==> config.mk <==
export PLATFORM = sky130hd
export DESIGN_NAME = seq_detector_param
export DESIGN_NICKNAME = d
export VERILOG_FILES = /design/src/rtl/seq_det_pkg.sv /design/src/rtl/seq_det_window.sv /design/src/rtl/seq_detector_param.sv
export SDC_FILE = /design/constraint.sdc
export NUM_CORES = 1
export LEC_CHECK = 0
export ABC_AREA = 0
export CORE_AREA = 2 2 60 56
export CTS_CLUSTER_DIAMETER = 80
export CTS_CLUSTER_SIZE = 20
export DETAILED_ROUTE_END_ITERATION = 16
export DIE_AREA = 0 0 62 58
export PLACE_DENSITY_LB_ADDON = 0.3
export SYNTH_ARGS = -nofsm -noshare
export SYNTH_HDL_FRONTEND = slang
export SYNTH_SLANG_ARGS = --single-unit
==> constraint.sdc <==
create_clock -name clk -period 2.7 [get_ports clk]
set_input_delay 0.27 -clock clk [delete_from_list [all_inputs] [get_ports clk]]
set_output_delay 0.27 -clock clk [all_outputs]
set_load 0.005 [all_outputs]
==> src/rtl/seq_det_pkg.sv <==
// seq_det_pkg: shared definitions for the serial pattern detector.
//   state_t      - FSM state encoding (IDLE, HUNT, DONE)
//   MODE_*       - detection mode encodings; 2'b11 is decoded as overlap
//   is_novl()    - true when the latched mode clears fill after a match
//   is_oneshot() - true when a match traps the FSM in DONE
package seq_det_pkg;

  typedef enum logic [1:0] {
    IDLE = 2'b00,
    HUNT = 2'b01,
    DONE = 2'b10
  } state_t;

  localparam logic [1:0] MODE_OVL     = 2'b00;
  localparam logic [1:0] MODE_NOVL    = 2'b01;
  localparam logic [1:0] MODE_ONESHOT = 2'b10;

  function automatic logic is_novl(input logic [1:0] mode);
    return mode == MODE_NOVL;
  endfunction

  function automatic logic is_oneshot(input logic [1:0] mode);
    return mode == MODE_ONESHOT;
  endfunction

endpackage

==> src/rtl/seq_det_window.sv <==
// seq_det_window: PAT_LEN-bit shift window, saturating fill counter and
// pattern compare for the serial detector.
// Ports:
//   clk, reset      - clock, asynchronous active-low reset
//   clear           - empties the window and fill (arm/re-arm)
//   shift           - accept x this cycle (already qualified by the FSM)
//   x               - serial data bit, shifted into the LSB
//   clear_on_match  - non-overlap: a match restarts fill from zero
//   pattern         - latched target sequence, MSB is the oldest bit
//   match           - combinational: the bit being accepted completes a match
module seq_det_window #(
  parameter int PAT_LEN = 4
) (
  input  logic               clk,
  input  logic               reset,
  input  logic               clear,
  input  logic               shift,
  input  logic               x,
  input  logic               clear_on_match,
  input  logic [PAT_LEN-1:0] pattern,
  output logic               match
);

  localparam int FILL_W = $clog2(PAT_LEN + 1);
  localparam logic [FILL_W-1:0] FILL_FULL = FILL_W'(PAT_LEN);

  logic [PAT_LEN-1:0] window_reg, window_next, window_shifted;
  logic [FILL_W-1:0]  fill_reg, fill_next, fill_inc;

  // Match is judged on the post-shift window and fill so that found can be
  // registered on the same edge that accepts the final bit.
  always_comb begin
    window_shifted = {window_reg[PAT_LEN-2:0], x};
    fill_inc       = (fill_reg == FILL_FULL) ? fill_reg : fill_reg + FILL_W'(1);
    match          = shift && (fill_inc == FILL_FULL) && (window_shifted == pattern);

    window_next = window_reg;
    fill_next   = fill_reg;
    if (clear) begin
      window_next = '0;
      fill_next   = '0;
    end else if (shift) begin
      window_next = window_shifted;
      // In non-overlap mode the window contents may stay; zero fill alone
      // guarantees PAT_LEN fresh bits before the next match.
      fill_next   = (match && clear_on_match) ? '0 : fill_inc;
    end
  end

  always_ff @(posedge clk or negedge reset) begin
    if (!reset) begin
      window_reg <= '0;
      fill_reg   <= '0;
    end else begin
      window_reg <= window_next;
      fill_reg   <= fill_next;
    end
  end

endmodule

==> src/rtl/seq_detector_param.sv <==
// seq_detector_param: armable serial sequence detector with overlap,
// non-overlap and one-shot modes and a saturating match counter.
// Ports:
//   clk, reset - clock, asynchronous active-low reset
//   load       - latch pattern/mode and clear the detector (wins over x_valid)
//   pattern    - target sequence, bit PAT_LEN-1 expected first
//   mode       - 00 overlap, 01 non-overlap, 10 one-shot, 11 as overlap
//   x_valid, x - qualified serial input
//   found      - registered match flag; held high in DONE
//   done       - high while in the one-shot terminal state
//   count      - matches since last load, saturating at all-ones
module seq_detector_param
  import seq_det_pkg::*;
#(
  parameter int PAT_LEN = 4,
  parameter int CNT_W   = 8
) (
  input  logic               clk,
  input  logic               reset,
  input  logic               load,
  input  logic [PAT_LEN-1:0] pattern,
  input  logic [1:0]         mode,
  input  logic               x_valid,
  input  logic               x,
  output logic               found,
  output logic               done,
  output logic [CNT_W-1:0]   count
);

  state_t             state_reg, state_next;
  logic [PAT_LEN-1:0] pattern_reg, pattern_next;
  logic [1:0]         mode_reg, mode_next;
  logic [CNT_W-1:0]   count_reg, count_next;
  logic               found_reg, found_next;
  logic               shift, match;

  // A bit is consumed only while hunting and never on a load cycle.
  assign shift = (state_reg == HUNT) && x_valid && !load;

  seq_det_window #(
    .PAT_LEN (PAT_LEN)
  ) u_window (
    .clk            (clk),
    .reset          (reset),
    .clear          (load),
    .shift          (shift),
    .x              (x),
    .clear_on_match (is_novl(mode_reg)),
    .pattern        (pattern_reg),
    .match          (match)
  );

  always_comb begin
    state_next   = state_reg;
    pattern_next = pattern_reg;
    mode_next    = mode_reg;
    count_next   = count_reg;
    found_next   = 1'b0;

    if (load) begin
      state_next   = HUNT;
      pattern_next = pattern;
      mode_next    = mode;
      count_next   = '0;
    end else begin
      case (state_reg)
        IDLE: ;
        HUNT: begin
          if (match) begin
            found_next = 1'b1;
            if (count_reg != '1)
              count_next = count_reg + CNT_W'(1);
            if (is_oneshot(mode_reg))
              state_next = DONE;
          end
        end
        DONE:    found_next = 1'b1;
        default: state_next = IDLE;
      endcase
    end
  end

  always_ff @(posedge clk or negedge reset) begin
    if (!reset) begin
      state_reg   <= IDLE;
      pattern_reg <= '0;
      mode_reg    <= MODE_OVL;
      count_reg   <= '0;
      found_reg   <= 1'b0;
    end else begin
      state_reg   <= state_next;
      pattern_reg <= pattern_next;
      mode_reg    <= mode_next;
      count_reg   <= count_next;
      found_reg   <= found_next;
    end
  end

  assign found = found_reg;
  assign done  = (state_reg == DONE);
  assign count = count_reg;

endmodule

---- Word-level counts from Yosys, hierarchy flattened ----
Cells that the tools add are included.
word-level totals
  bits in registers ....................... 23
  input bits .............................. 11
  output and inout port bits .............. 10
  logic and storage cells ................. 51
cells by class
  add/subtract/negate cells ............... 2
  eq/ne operators ......................... 11
  multiplexer cells ....................... 17
  reductions and logical operators ........ 14
operators by type and width
  operator                                       number
  2-to-1 mux 8 bit                               4
  2-to-1 mux 3 bit                               6
  adder 8 x 1 -> 8 bit, second input constant    1
  != test 8 bit, second input constant           1
  nonzero test 2 bit                             4
  == test 3 bit, second input constant           2
  2-to-1 mux 2 bit                               3
  AND reduction 3 bit                            2
  logical AND 1 bit                              5
  == test 2 x 1 -> 1 bit, second input constant  2
  == test 2 bit, second input constant           2
  == test 4 bit                                  1
  case mux 2 bit (2 select lines)                1
  adder 3 x 1 -> 3 bit, second input constant    1
  != test 3 x 2 -> 1 bit, second input constant  1
  != test 3 bit, second input constant           1
  zero test 2 bit                                1
  2-to-1 mux 1 bit                               2
  != test 2 x 1 -> 1 bit, second input constant  1
  case mux 1 bit (2 select lines)                1
  OR reduction 2 bit                             1
  zero test 1 bit                                1

---- Logic depth before layout (Yosys ltp) ----
Gate-level depths: netlist (run 1).
  word-level depth ........................ 9
  depth in mapped cells ................... 9
  mapped depth without buffers ............ 7

---- Hierarchy ----
A second synthesis (run 1) with hierarchy kept.
second synthesis, totals
  cells, all modules ...................... 112
  area total of the unflattened synthesis .. 1202.4 um2
by module, submodules not included
  module              times used  cells an instance  area an instance (um2)  seq. area each (um2)
  seq_detector_param  1           74                 819.5                   425.4
  seq_det_window      1           38                 382.9                   150.1

---- Least setup slack after synthesis (run 1) ----
OpenSTA, ideal clock, no wires.
  path kind ............................... flip-flop to flip-flop
  from .................................... register u_window.fill_reg[0]
  to ...................................... register count_reg[7] (netlist: count[7])
  library setup time ...................... 0.128 ns
  arrival ................................. 2.153 ns
  required time ........................... 2.572 ns
  path slack .............................. 0.420 ns
  stages on the path, launching flop included .. 10
  buffers on the path ..................... 2
  period minus slack after synthesis ...... 2.280 ns
  cells stage by stage .................... dfrtp_1 -> inv_1 -> ha_1 -> nand2_1 -> xnor2_1 -> or4_1 -> buf_2 -> buf_6 -> nor4_2 -> mux2_1
on the way
  word-level cells in the longest chain between the ends .. 7
ends and longest elaborated chain
  element                                                RTL line                  source
  start, declared                                        seq_det_window.sv:28      logic [FILL_W-1:0] fill_reg, fill_next, fill_inc;
  start signal, assigned                                 seq_det_window.sv:56      fill_reg <= fill_next;
  adder 3 x 1 -> 3 bit or == test 3 bit (tied branches)  seq_det_window.sv:34      fill_inc = (fill_reg == FILL_FULL) ? fill_reg : fill_reg + FILL_W'(1);
  2-to-1 mux 3 bit (*)                                   seq_det_window.sv:34
  == test 3 bit (*)                                      seq_det_window.sv:35      match = shift && (fill_inc == FILL_FULL) && (window_shifted == pattern);
  logical AND 1 bit (*) (2 in a row)                     seq_det_window.sv:35
  nonzero test 2 bit (no line) (*)                       n/a
  AND reduction 3 bit (no line) (*)                      n/a
  end signal, assigned                                   seq_detector_param.sv:94  count_reg <= count_next;
  end, declared                                          seq_detector_param.sv:33  logic [CNT_W-1:0] count_reg, count_next;
Every way passes the cells marked *; elsewhere a longest branch is shown, timed or not.
A chain may end at the register's enable or synchronous reset.

---- Worst setup path in the final report (run 1) ----
  from .................................... register u_window.fill_reg[0]
  to ...................................... register count_reg[6] (netlist: count[6])
The elaborated chain is that of the path after synthesis.

==> summary.txt, run 1 <==
Outcome
  • Status: complete, no violations

Power and ir drop
  • Flop pwr share: 59.5%
  • LEAKAGE: 0.599 nW
  • Clock Power Share: 25.9%
  • Power per cell area: 413 nW/um2
  • P_sw: 0.000164 W
  • VDD IR max: 223 uV
  • Combinational share of power: 14.6%
  • Int Pwr: 0.000464 W
  • Switching share of power: 26.1%

Synthesis
  • Yosys warns: 0
  • Mapped cell area: 1250 um2
  • Top cells by area, synth: dfrtp_1, mux2_2, ha_1
  • Number of synthesized flops with an enable pin: 0
  • Yosys reg bits: 23
  • Mean Syn Cell Area: 10.2 um2
  • Synth top area share: 46.2%
  • Most frequent cells after synthesis: dfrtp_1, nand2_1, a21oi_1
  • Top-count cell post-synth: dfrtp_1
  • Yosys cell types: 36
  • Most used DFF post-synth: dfrtp_1
  • Mapped Cells: 122
  • Post-synth ARST share: 100%
  • Mapped Nets: 138
  • Largest area contributor in the netlist: dfrtp_1
  • Register area share after synthesis: 46.2%

Layout
  • Design area: 1520 um2
  • # diodes: 0
  • Final Util: 51.1%
  • Fill count: 270
  • Share of cells above drive strength 1: 11.8%
  • Post-route insts no fill: 186
  • Area grow syn2layout: 21.9%
  • Largest register FFs: 8
  • Nets: 161

Placement
  • DP HPWL: 1800 um
  • Post-DP Area: 1490 um2
  • DP Worst Slack: 0.228 ns
  • Port Buf Inserts: 20
  • Inst Count DP: 182
  • GP Congestion: 0.824

STA
  • Setup TNS: 0 ns
  • Slew Limit Fails: 0
  • Worst-margin pin slew: 0.686 ns
  • Tcrit/Tclk final: 88.4%
  • RSZ-0062 raised after global routing: no
  • Fin. Hold Viols: 0
  • Final min period: 2.39 ns
  • Finish-stage setup viols: 0
  • Setup ws final: 0.313 ns
  • Worst Skew: 0.000737 ns
  • F_max: 0.419 GHz
  • Rel. slew slack: 54.3%

Routing
  • Post-DRT Antenna Nets: 0
  • DRT Pass-1 Iters: 4
  • DRC Markers: 0
  • Post-DR wirelength/cell: 13.4 um
  • Drt first-iter violations: 26
  • Routed via count: 984
  • Routed WL: 2490 um
  • Routed vias/inst: 5.29

Worst setup path
  • Worst setup SP type: register
  • Reg2reg setup slack: 0.31 ns
  • Cell count of the worst reg-to-reg path: 7
  • FF-to-FF Start: u_window.fill_reg[0]
  • RR Endpoint: count[6]
  • Crit Path Class: reg2reg
  • CP Capture Type: register
  • CP Data Required Time: 2.91 ns
  • CP max FO: 14
  • Critical path arrival: 2.60 ns

Floorplan
  • Starting density of the core: 41.9%
  • Die ar.: 3600 um2
  • Die Y: 58 um
  • I/O Pins: 21
  • Core footprint: 2970 um2
  • Die X: 62 um
  • Site row count: 19

Global routing
  • GRT overflow: 0
  • Gr usage total: 16.2%
  • Initial antenna violation count: 0
  • Vias in the first global route: 989
  • First-pass GRT wire length: 4400 um
  • Largest net degree at the start of global routing: 24

Hold path
  • Hold Crit Class: in2async

Job
  • MaxCap Viol Count: 0

Clock network
  • CTS clock-pin slew for the worst setup and hold paths: 0.12 ns
  • Clk root buf: clkbuf_4
  • TritonCTS sink count: 23
  • Num CTS Buffers: 3
  • Clock Latency Late Sink: 0.31 ns
  • H-tree Lvls: 1
  • Post-CTS setup buffer count: 0
  • Clk buf depth: 2
  • CTS tree: yes
[power groups by stage]
stage | clock [W] | sequential, W | combinational, W
finish | 0.000163 | 0.000373 | 0.0000916
global route | 0.000180 | 0.000376 | 0.000103
CTS | 0.000169 | 0.000373 | 0.0000912
detailed placement | 0 | 0.000380 | 0.0000908
global placement | 0 | 0.000379 | 0.0000878
floorplan | 0 | 0.000377 | 0.0000562
[metal layers]
layer,wire (um),track usage [%],vias up
li1,-,-,480
met1,1180,22.0,478
met2,1170,25.9,21
met3,93,2.68,5
met4,46,5.47,0
met5,0,0,-
[final cells by class]
cell class                      instances  area, um2  share of cell area (%)
Clock buffer                            4       26.3                    1.73
Inverter                                8       30.0                    1.98
Timing Repair Buffer                   23        223                    14.7
Multi-Input combinational cell         86        612                    40.3
Sequential cell                        23        576                    37.9
Tap cell                               42       52.6                    3.46
[worst max-delay path by stage]
stage                                    start  endpoint  cells after the start
after floorplan           u_window.fill_reg[0]  count[7]                      9
after global routing              state_reg[1]  count[6]                      7
after CTS                 u_window.fill_reg[0]  count[6]                      7
after detailed placement  u_window.fill_reg[0]  count[6]                      7
after global placement    u_window.fill_reg[0]  count[5]                      7
final                     u_window.fill_reg[0]  count[6]                      7
[what timing repair did]
| action | 4_1_cts | 5_1_grt |
|---|---|---|
| hold buffers | 0 | 0 |
| gates resized for setup | 0 | 1 |
| endpoints found under the setup margin | 0 | 1 |
[layout by cell type (no fill, tap or decap), types with 2 or more instances in the layout]
cell type	instances
nor2_1	8
nand3_1	7
nor3_1	2
clkdlybuf4s50_1	20
nand4_1	2
nor4_1	2
mux2_1	2
xnor2_1	5
nand2_1	11
ha_1	5
clkbuf_4	3
mux2_2	6
o31ai_1	4
a21oi_1	9
buf_4	3
nor2b_1	2
or4_1	4
dfrtp_1	23
inv_1	8
[through the flow]
stage / hold WS [ns] / power (W)
6_report: 0.288 / 0.000628
5_1_grt: 0.325 / 0.000659
4_1_cts: 0.296 / 0.000634
3_5_place_dp: 0.510 / 0.000471
3_3_place_gp: 0.502 / 0.000467
2_1_floorplan: -0.0256 / 0.000433
[worst max-delay path, stage by stage, from the launching register on]
cell and delay, ns:
dfrtp_1 0.43, inv_1 0.11, ha_1 0.22, nand2_1 0.08
xnor2_1 0.13, or4_4 0.58, o41a_1 0.43, a311oi_1 0.31
[kinds of logic after synthesis]
| group | Yosys count | share of synthesized area (%) |
|---|---|---|
| compound gates | 22 | 12.4 |
| xor+xnor | 6 | 4.82 |
| fa+ha+maj | 5 | 5.02 |
| buf+inv | 13 | 5.02 |
| flops | 23 | 46.2 |
| mux | 8 | 7.23 |
| simple gates | 45 | 19.3 |
(Power assumes the default switching activity.)
==> run 2: changes to the inputs <==
--- a/config.mk
+++ b/config.mk
@@ -12,6 +12,7 @@
 export DETAILED_ROUTE_END_ITERATION = 16
 export DIE_AREA = 0 0 62 58
 export PLACE_DENSITY_LB_ADDON = 0.3
+export SLEW_MARGIN = 20
 export SYNTH_ARGS = -nofsm -noshare
 export SYNTH_HDL_FRONTEND = slang
 export SYNTH_SLANG_ARGS = --single-unit
==> results of run 2 <==
No change in the layout: final DEF, timing and power equal those of run 1.
==> run 3: changes to the inputs <==
--- a/config.mk
+++ b/config.mk
@@ -12,6 +12,7 @@
 export DETAILED_ROUTE_END_ITERATION = 16
 export DIE_AREA = 0 0 62 58
 export PLACE_DENSITY_LB_ADDON = 0.3
+export RECOVER_POWER = 100
 export SLEW_MARGIN = 20
 export SYNTH_ARGS = -nofsm -noshare
 export SYNTH_HDL_FRONTEND = slang
==> summary.txt, run 3 (synthesis gave the netlist of run 1 again) <==
Floorplan
  • I/O Pins: 21 (unchanged)
  • Site row count: 19 (unchanged)
  • Die Y: 58 um (unchanged)
  • Core footprint: 2970 um2 (unchanged)
  • Die X: 62 um (unchanged)
  • Die ar.: 3600 um2 (unchanged)
  • Starting density of the core: 41.9% (unchanged)

STA
  • Rel. slew slack: 16.6% (-38 points)
  • RSZ-0062 raised after global routing: no
  • Worst-margin pin slew: 1.25 ns (+0.565 ns)
  • Slew Limit Fails: 0 (unchanged)
  • Fin. Hold Viols: 0 (unchanged)
  • F_max: 0.423 GHz (+1.0%)
  • Worst Skew: 0.00123 ns (+0.000497 ns)
  • Setup TNS: 0 ns (unchanged)
  • Setup ws final: 0.337 ns (+0.0236 ns)
  • Final min period: 2.36 ns (-0.0236 ns)
  • Tcrit/Tclk final: 87.5% (-0.87 points)
  • Finish-stage setup viols: 0 (unchanged)

Placement
  • Inst Count DP: 182 (unchanged)
  • Port Buf Inserts: 20 (unchanged)
  • DP Worst Slack: 0.228 ns (unchanged)
  • GP Congestion: 0.824 (unchanged)
  • Post-DP Area: 1490 um2 (unchanged)
  • DP HPWL: 1800 um (unchanged)

Layout
  • Area grow syn2layout: 20.5%
  • Most common cell after layout, fill and taps aside: dfrtp_1
  • Design area: 1500 um2 (-1.2%)
  • Most frequent cells in the layout: dfrtp_1, dlygate4sd3_1, nand2_1, a21oi_1
  • Post-route insts no fill: 186 (unchanged)
  • Largest register FFs: 8 (unchanged)
  • Nets: 161 (unchanged)
  • # diodes: 0 (unchanged)
  • Share of cells above drive strength 1: 9.03% (-2.8 points)

Clock network
  • Num CTS Buffers: 3 (unchanged)
  • CTS clock-pin slew for the worst setup and hold paths: 0.12 ns (about the same)
  • Post-CTS setup buffer count: 0 (unchanged)
  • H-tree Lvls: 1 (unchanged)
  • TritonCTS sink count: 23 (unchanged)
  • CTS tree: yes
  • Clock Latency Late Sink: 0.31 ns (about the same)
  • Clk root buf: clkbuf_4
  • Cts hold-fix bufs: 0 (unchanged)
  • Clk buf depth: 2 (unchanged)
  • Post_cts resized: 0 (unchanged)

Job
  • MaxCap Viol Count: 0 (unchanged)

Worst setup path
  • FF-to-FF Start: u_window.fill_reg[0]
  • Critical path arrival: 2.57 ns (-0.03 ns)
  • CP Capture Type: register
  • Cell count of the worst reg-to-reg path: 7 (unchanged)
  • CP max FO: 14 (unchanged)
  • Worst setup SP type: register
  • RR Endpoint: count[6]
  • CP Data Required Time: 2.90 ns (about the same)
  • Crit Path Class: reg2reg
  • Reg2reg setup slack: 0.34 ns (+0.02 ns)

Routing
  • Drt first-iter violations: 30 (+15%)
  • Routed vias/inst: 5.33 (+0.71%)
  • Post-DR wirelength/cell: 13.3 um (-0.76%)
  • Routed via count: 991 (+0.71%)
  • DRC Markers: 0 (unchanged)
  • DRT Pass-1 Iters: 5 (+1)
  • Post-DRT Antenna Nets: 0 (unchanged)
  • Routed WL: 2470 um (-0.76%)

Global routing
  • Initial antenna violation count: 0 (unchanged)
  • Gr usage total: 16.2% (unchanged)
  • Largest net degree at the start of global routing: 24 (unchanged)
  • Vias in the first global route: 989 (unchanged)
  • GRT overflow: 0 (unchanged)
  • First-pass GRT wire length: 4400 um (unchanged)

Power and ir drop
  • Switching share of power: 26.0% (-0.15 points)
  • Total power: 0.000623 W (-0.71%)
  • Clock Power Share: 25.9% (about the same)
  • Combinational share of power: 14.2% (-0.4 points)
  • Power per cell area: 415 nW/um2 (+0.45%)
  • LEAKAGE: 0.625 nW (+4.2%)
  • Int Pwr: 0.000461 W (-0.50%)
  • VDD IR max: 222 uV (-0.39%)
  • Flop pwr share: 59.9% (+0.4 points)
  • P_sw: 0.000162 W (-1.3%)

Outcome
  • Status: complete, no violations

Hold path
  • Worst Hold Path Cells: 1
  • Worst Hold End: mode_reg[0]
  • Hold Crit Class: reg2reg
  • Min-Delay Startpoint: mode_reg[0]
-- run 3: changes by cell type in the layout (fill, tap and decap cells not counted), sizes merged --
| cell | previous run | this run |
|---|---|---|
| clkdlybuf4s50 | 20 | 8 |
| dlygate4sd3 | 0 | 12 |
| buf | 3 | 0 |
| clkbuf | 4 | 7 |
-- run 3: worst max path at each step --
stage / startpoint / to / slack (ns) / cells after the start
after floorplan: u_window.fill_reg[0] / count[7] / 0.42 / 9
after global placement: u_window.fill_reg[0] / count[5] / 0.33 / 7
after detailed placement: u_window.fill_reg[0] / count[6] / 0.23 / 7
after CTS: u_window.fill_reg[0] / count[6] / 0.19 / 7
after global routing: state_reg[1] / count[6] / 0.13 / 7
final: u_window.fill_reg[0] / count[6] / 0.34 / 7
-- run 3: per-layer routing --
layer,up-vias,global-route usage [%],part of all wire [%]
li1,482,-,-
met1,474,22.0,46
met2,30,25.9,48
met3,5,2.68,3.5
met4,0,5.47,1.9
met5,-,0,0
-- run 3: metrics by stage --
| stage | hold slack (ns) | util, % |
|---|---|---|
| 2_1_floorplan | -0.0256 | - |
| 3_3_place_gp | 0.502 | 50.1 |
| 3_5_place_dp | 0.510 | 50.1 |
| 4_1_cts | 0.296 | 51.0 |
| 5_1_grt | 0.551 | 50.5 |
| 6_report | 0.535 | 50.5 |
-- run 3: layout make-up --
cell class	instances	area, um2
well taps	42	52.6
clock buffers	4	26.3
fillers	273	1470
flip-flops and latches	23	576
multi-input cells	86	606
repair buffers	23	211
inverters	8	30.0
-- run 3: power groups by stage --
stage	combinational, W	clock, W	sequential [W]
floorplan	0.0000562	0	0.000377
global placement	0.0000878	0	0.000379
detailed placement	0.0000908	0	0.000380
CTS	0.0000912	0.000169	0.000373
global route	0.000100	0.000180	0.000376
finish	0.0000887	0.000161	0.000373
-- run 3: worst max-delay path, stage by stage, from the launching register on --
cell      delay (ns)
dfrtp_1         0.43
inv_1           0.11
ha_1            0.22
nand2_1         0.08
xnor2_1         0.13
or4_4           0.57
o41a_1          0.43
a311oi_1        0.29
